### src/rtl/dmem_lsu.sv
// dmem_lsu: load/store unit between the memory pipeline stage and a 2^ADDR_W-byte data memory.
// Optional build macro DMEM_LSU_MISALIGN_TRAP_EN turns misaligned offsets into error responses.
module dmem_lsu #(
    parameter int              XLEN      = 64,
    parameter int              ADDR_W    = 12,
    parameter logic [XLEN-1:0] BASE_ADDR = 64'h0
) (
    input  logic              clk,
    input  logic              rst_n,
    input  logic              req_valid,
    output logic              req_ready,
    input  logic              req_we,
    input  logic [1:0]        req_size,
    input  logic              req_unsigned,
    input  logic [XLEN-1:0]   req_addr,
    input  logic [XLEN-1:0]   req_wdata,
    output logic              resp_valid,
    input  logic              resp_ready,
    output logic [XLEN-1:0]   resp_rdata,
    output logic              resp_err,
    output logic              mem_cs,
    output logic              mem_rw,
    output logic [1:0]        mem_word,
    output logic [ADDR_W-1:0] mem_addr,
    output logic [XLEN-1:0]   mem_dataw,
    input  logic [XLEN-1:0]   mem_datar
);

    typedef enum logic [1:0] {
        IDLE,
        ACCESS,
        RESP
    } state_t;

    // One extra bit so offset + size never wraps when compared against the memory span.
    localparam logic [XLEN:0] MEM_BYTES = {{XLEN{1'b0}}, 1'b1} << ADDR_W;

    state_t          state;
    state_t          state_next;
    logic [XLEN-1:0] offset;
    logic [XLEN:0]   nbytes;
    logic [XLEN:0]   access_end;
    logic            range_err;
    logic            req_err;
    logic            accept;
    logic            lat_unsigned;

    // ------------------------------------------------------------------
    // Request decode and error classification
    // ------------------------------------------------------------------
    assign offset     = req_addr - BASE_ADDR;
    assign nbytes     = {{XLEN{1'b0}}, 1'b1} << req_size;
    assign access_end = {1'b0, offset} + nbytes;
    assign range_err  = ({1'b0, offset} >= MEM_BYTES) || (access_end > MEM_BYTES);

`ifdef DMEM_LSU_MISALIGN_TRAP_EN
    logic align_err;
    assign align_err = |(offset & (nbytes[XLEN-1:0] - {{(XLEN-1){1'b0}}, 1'b1}));
    assign req_err   = range_err || align_err;
`else
    assign req_err   = range_err;
`endif

    assign req_ready = (state == IDLE) || ((state == RESP) && resp_ready);
    assign accept    = req_valid && req_ready;

    // ------------------------------------------------------------------
    // Load extension from the access width to XLEN
    // ------------------------------------------------------------------
    function automatic logic [XLEN-1:0] extend_load(
        input logic [XLEN-1:0] raw,
        input logic [1:0]      size,
        input logic            is_unsigned
    );
        logic [XLEN-1:0] res;
        res = raw;
        case (size)
            2'b00:   res = is_unsigned ? {{(XLEN-8){1'b0}}, raw[7:0]}
                                       : {{(XLEN-8){raw[7]}}, raw[7:0]};
            2'b01:   res = is_unsigned ? {{(XLEN-16){1'b0}}, raw[15:0]}
                                       : {{(XLEN-16){raw[15]}}, raw[15:0]};
            2'b10:   res = is_unsigned ? {{(XLEN-32){1'b0}}, raw[31:0]}
                                       : {{(XLEN-32){raw[31]}}, raw[31:0]};
            default: res = raw;
        endcase
        return res;
    endfunction

    // ------------------------------------------------------------------
    // FSM
    // ------------------------------------------------------------------
    // NOTE: sequential state uses non-blocking assignments so every register
    // samples pre-edge values regardless of block ordering.
    always_ff @(posedge clk or negedge rst_n) begin
        if (!rst_n) begin
            state <= IDLE;
        end else begin
            state <= state_next;
        end
    end

    // NOTE: state_next is defaulted before the case so no path leaves it
    // unassigned, which would otherwise infer a latch.
    always_comb begin
        state_next = state;
        case (state)
            IDLE: begin
                if (accept) begin
                    state_next = req_err ? RESP : ACCESS;
                end
            end
            ACCESS: begin
                state_next = RESP;
            end
            RESP: begin
                if (resp_ready) begin
                    if (accept) begin
                        state_next = req_err ? RESP : ACCESS;
                    end else begin
                        state_next = IDLE;
                    end
                end
            end
            default: begin
                state_next = IDLE;
            end
        endcase
    end

    // ------------------------------------------------------------------
    // Memory strobes and response registers
    // ------------------------------------------------------------------
    always_ff @(posedge clk or negedge rst_n) begin
        if (!rst_n) begin
            resp_valid   <= 1'b0;
            resp_rdata   <= '0;
            resp_err     <= 1'b0;
            mem_cs       <= 1'b0;
            mem_rw       <= 1'b0;
            mem_word     <= 2'b00;
            mem_addr     <= '0;
            mem_dataw    <= '0;
            lat_unsigned <= 1'b0;
        end else begin
            // Strobes are single-cycle: they only survive an edge that enters ACCESS.
            mem_cs <= 1'b0;
            mem_rw <= 1'b0;

            if (accept) begin
                mem_word     <= req_size;
                mem_addr     <= offset[ADDR_W-1:0];
                mem_dataw    <= req_wdata;
                lat_unsigned <= req_unsigned;
                resp_rdata   <= '0;
                if (req_err) begin
                    resp_valid <= 1'b1;
                    resp_err   <= 1'b1;
                end else begin
                    mem_cs     <= 1'b1;
                    mem_rw     <= req_we;
                    resp_valid <= 1'b0;
                    resp_err   <= 1'b0;
                end
            end else if (state == ACCESS) begin
                // mem_rw still holds the request direction during ACCESS.
                resp_valid <= 1'b1;
                resp_err   <= 1'b0;
                resp_rdata <= mem_rw ? '0 : extend_load(mem_datar, mem_word, lat_unsigned);
            end else if ((state == RESP) && resp_ready) begin
                resp_valid <= 1'b0;
            end
        end
    end

endmodule

### config.mk
export PLATFORM = sky130hd
export DESIGN_NAME = dmem_lsu
export DESIGN_NICKNAME = d
export VERILOG_FILES = /design/src/rtl/dmem_lsu.sv
export SDC_FILE = /design/constraint.sdc
export NUM_CORES = 1
export LEC_CHECK = 0
export CORE_AREA = 2 2 136 138
export CTS_CLUSTER_DIAMETER = 30
export DETAILED_ROUTE_END_ITERATION = 16
export DIE_AREA = 0 0 138 140
export HOLD_SLACK_MARGIN = 0.06
export PLACE_DENSITY_LB_ADDON = 0.25
export SLEW_MARGIN = 25
export SYNTH_ARGS = -nofsm -noshare
export SYNTH_HDL_FRONTEND = slang
export SYNTH_SLANG_ARGS = --single-unit
### constraint.sdc
create_clock -name clk -period 3.3 [get_ports clk]
set_clock_uncertainty 0.2 [all_clocks]
set_input_delay 0.33 -clock clk [delete_from_list [all_inputs] [get_ports clk]]
set_output_delay 0.33 -clock clk [all_outputs]
set_load 0.1 [all_outputs]
==> results of run 1 <==
[final timing paths]
kind	start	to	cells after the start
worst max register to register	state[0]$_DFFE_PN0P_	resp_rdata[50]$_DFFE_PN0P_	6
worst min register to register	resp_rdata[48]$_DFFE_PN0P_	resp_rdata[48]$_DFFE_PN0P_	2
worst min-delay path	rst_n	mem_dataw[20]$_DFFE_PN0P_	2
min in group clk	resp_rdata[48]$_DFFE_PN0P_	resp_rdata[48]$_DFFE_PN0P_	2
worst max-delay path	req_size[1]	resp_valid$_DFFE_PN0P_	10
max in group asynchronous	rst_n	mem_dataw[61]$_DFFE_PN0P_	3
[metal layers]
metal	up-vias	share of wire
met3	33	0.070
met4	0	0.027
met2	211	0.48
li1	2538	-
met5	-	0
met1	2527	0.42
[layout make-up]
class                      instances  area, µm²
clock buffer                      17        425
clock inverter                    14        175
fill                            1513       7330
inverter                           5       18.8
multi-input combinational        339       2310
sequential                       149       3730
tap                              229        287
timing repair buffer             359       3510
[through the flow]
step	utilization	instance area (µm²)	hold WS (ns)	worst slack, ns	instances
after detailed placement	0.552	9810	0.110	0.0183	1079
after floorplan	-	6150	-0.166	0.760	523
after CTS	0.586	10400	0.238	0.455	1111
after global routing	0.588	10500	0.268	0.250	1112
after global placement	0.552	9810	0.107	0.0790	1079
final	0.588	10500	0.232	0.458	1112
[power breakdown]
| part | total, W | switching (W) | leakage [nW] | internal [W] |
|---|---|---|---|---|
| Sequential | 0.00206 | 0.0000841 | 1.89 | 0.00198 |
| Combinational | 0.00208 | 0.00145 | 2.46 | 0.000626 |
| Clock | 0.00199 | 0.000797 | 0.287 | 0.00120 |
[state kept, by name, indices dropped and copies added (netlist names)]
name / count
resp_valid: 1
mem_cs: 1
resp_rdata: 64
mem_rw: 1
mem_word: 2
state: 2
mem_addr: 12
mem_dataw: 64
resp_err: 1
lat_unsigned: 1
[placed cells by master, fill, tap and decap left out, drive strengths merged, types with 2 or more instances in the layout]
cell type / Yosys / routed
clkdlybuf4s50: 0 / 306
dfrtp: 149 / 149
nand2: 87 / 87
mux2: 79 / 79
o21ai: 60 / 60
buf: 3 / 52
a21oi: 29 / 29
clkbuf: 27 / 17
nor4: 14 / 14
a21o: 11 / 11
inv: 5 / 9
a22o: 8 / 8
nor2: 7 / 7
ha: 4 / 4
clkinv: 0 / 4
and2: 3 / 3
nor2b: 3 / 3
nand4: 3 / 3
xor2: 3 / 3
nand2b: 3 / 3
mux2i: 3 / 3
bufinv: 0 / 3
clkinvlp: 0 / 3
nor3: 3 / 3
nand3: 2 / 2
and3: 2 / 2
a31oi: 2 / 2
o221ai: 2 / 2
nor3b: 2 / 2
[cells by family after synthesis]
family                     Yosys count  share of synthesized area
DFF                                149                      0.607
and+or+nand+nor                    133                     0.0975
buffers and inverters               35                     0.0220
xor gates and xnor gates             3                    0.00428
AOI/OAI and AO/OA                  116                      0.109
muxes                               82                      0.150
adders and majority gates            5                     0.0114
==> impl_results.md, run 1 <==
- Status: complete, no violations
- Reg2Reg Setup Slack: around 1.1 ns
- Num CTS Buffers: 17
- Fmax: approximately 0.35 GHz
- Final hold vios: 0
- Area contributors post-synth: dfrtp_1, mux2_2, nand2_1
- Global-route wire length before repair: approximately 30,000 µm
- Post-Syn Nets: about 730
- Top cells by count, synth: dfrtp_1, nand2_1, mux2_2
- Clock sink count: 149
- CP max-delay cell: clkdlybuf4s50_1
- Largest net degree at the start of global routing: between 70 and 80
- Routed vias: 5,309
- Initial antenna violation count: 0
- Worst-path maximum fanout: 7
- Post-synthesis sequential area ratio: 0.607
- Hold-fix buffers, CTS: 1
- Root Driver: clkbuf_16
- Netlist Area Pre-Place: slightly above 6000 µm²
- Most frequent cell after synthesis: dfrtp_1
- Die height: approximately 140 µm
- Overall routing resource usage: 0.194
- Post-synth top flop: dfrtp_1
- Vias in the first global route: 5,402
- Unrepaired setup endpoints after global routing: false
- Maximum vdd drop: 0.000467 V
- M2 GR Usage: 0.314
- CP peak stage delay: between 0.5 and 0.6 ns
- Grt ovf: 0
- Gate count of the mapped netlist: approximately 520
- Die area: slightly below 20,000 µm²
- # IOs: ~350
- IO buf count: approximately 350
- Final Max Slew Viols: 0
- PD cells: approximately 590 nW/µm²
- DP HPWL: around 14,000 µm
- CP arrival: just under 3 ns
- H-tree levels: 4
- Worst-skew pair later-pin latency: 0.40 ns
- Startpoint types: input pin
- Post-synth ARST share: 1.00
- Post-route antenna net violation count: 0
- Post-synth EDFFs: 0
- Postcts setup bufs: 0
- Antenna diodes: 0
- Yosys top cell area share: 0.607
- FF+latch count, synth: ~150
- Overall power: ~0.0061 W
- Worst setup EP type: flip-flop
- HP Class: in -> async
- Busiest layer in global routing: met2
- Cts repair resizes: 0
- Syn avg cell area: around 12 µm²
- Grt met1 use: 0.245
- CP Data Required Time: around 3.4 ns
- Synth-to-layout area growth: 70.1%
- GPL Wtd Cong: approximately 0.78
- Crit-path cells: clkdlybuf4s50_1, nor2_1, ha_1, fa_1, xor2_1, or3_1, a2111o_1, o22ai_2, mux2_1, o221ai_1
- Post-Route WL: approximately 19,000 µm
- Number of detailed-route iterations in the first pass: 5
- Post-DR vias/cell: around 4.8
- Final min period: about 2.8 ns
- # rows: a little under 50
- Fin crit share: 0.861
- Crit path buffers/inverters: 1
- Crit Path Category: in -> reg
- Worst-Margin Slew: 1.00 ns
- Setup TNS Final: 0 ns
- Ys Warns: 0
- Worst-case clock buffer depth: 2
- Core area: about 18,000 µm²
- Die Width: between 100 and 150 µm
- Maxcap violations: 0
- Leakage: between 4 and 5 nW
- CTS tree: done
- Leading area contributor after synthesis: dfrtp_1
- Final net count: between 1,000 and 1,500
- Netlist cell types: 35
- Share of layout cells above drive strength 1: 0.190
- Endpoints failing setup: 0
- DRT iter0 DRCs: between 200 and 250
- Routed length per instance: between 15 and 20 µm
- Kind of cell adding the most delay to the critical path: compound AO/OA/AOI/OAI gates
- Rel. slew slack: 0.329
- DRC errors left: 0
- Clk pin slew, worst setup/hold paths: ~0.060 ns
- Initial Util: 0.346
- GR met3 Demand/Resource: 0.0639
Power figures use the tool's default switching activity.
==> inputs of run 2 (changes only) <==
--- a/config.mk
+++ b/config.mk
@@ -6,7 +6,6 @@
 export NUM_CORES = 1
 export LEC_CHECK = 0
 export CORE_AREA = 2 2 136 138
-export CTS_CLUSTER_DIAMETER = 30
 export DETAILED_ROUTE_END_ITERATION = 16
 export DIE_AREA = 0 0 138 140
 export HOLD_SLACK_MARGIN = 0.06
==> results of run 2 <==
No change in the layout: final DEF, timing and power equal those of run 1.
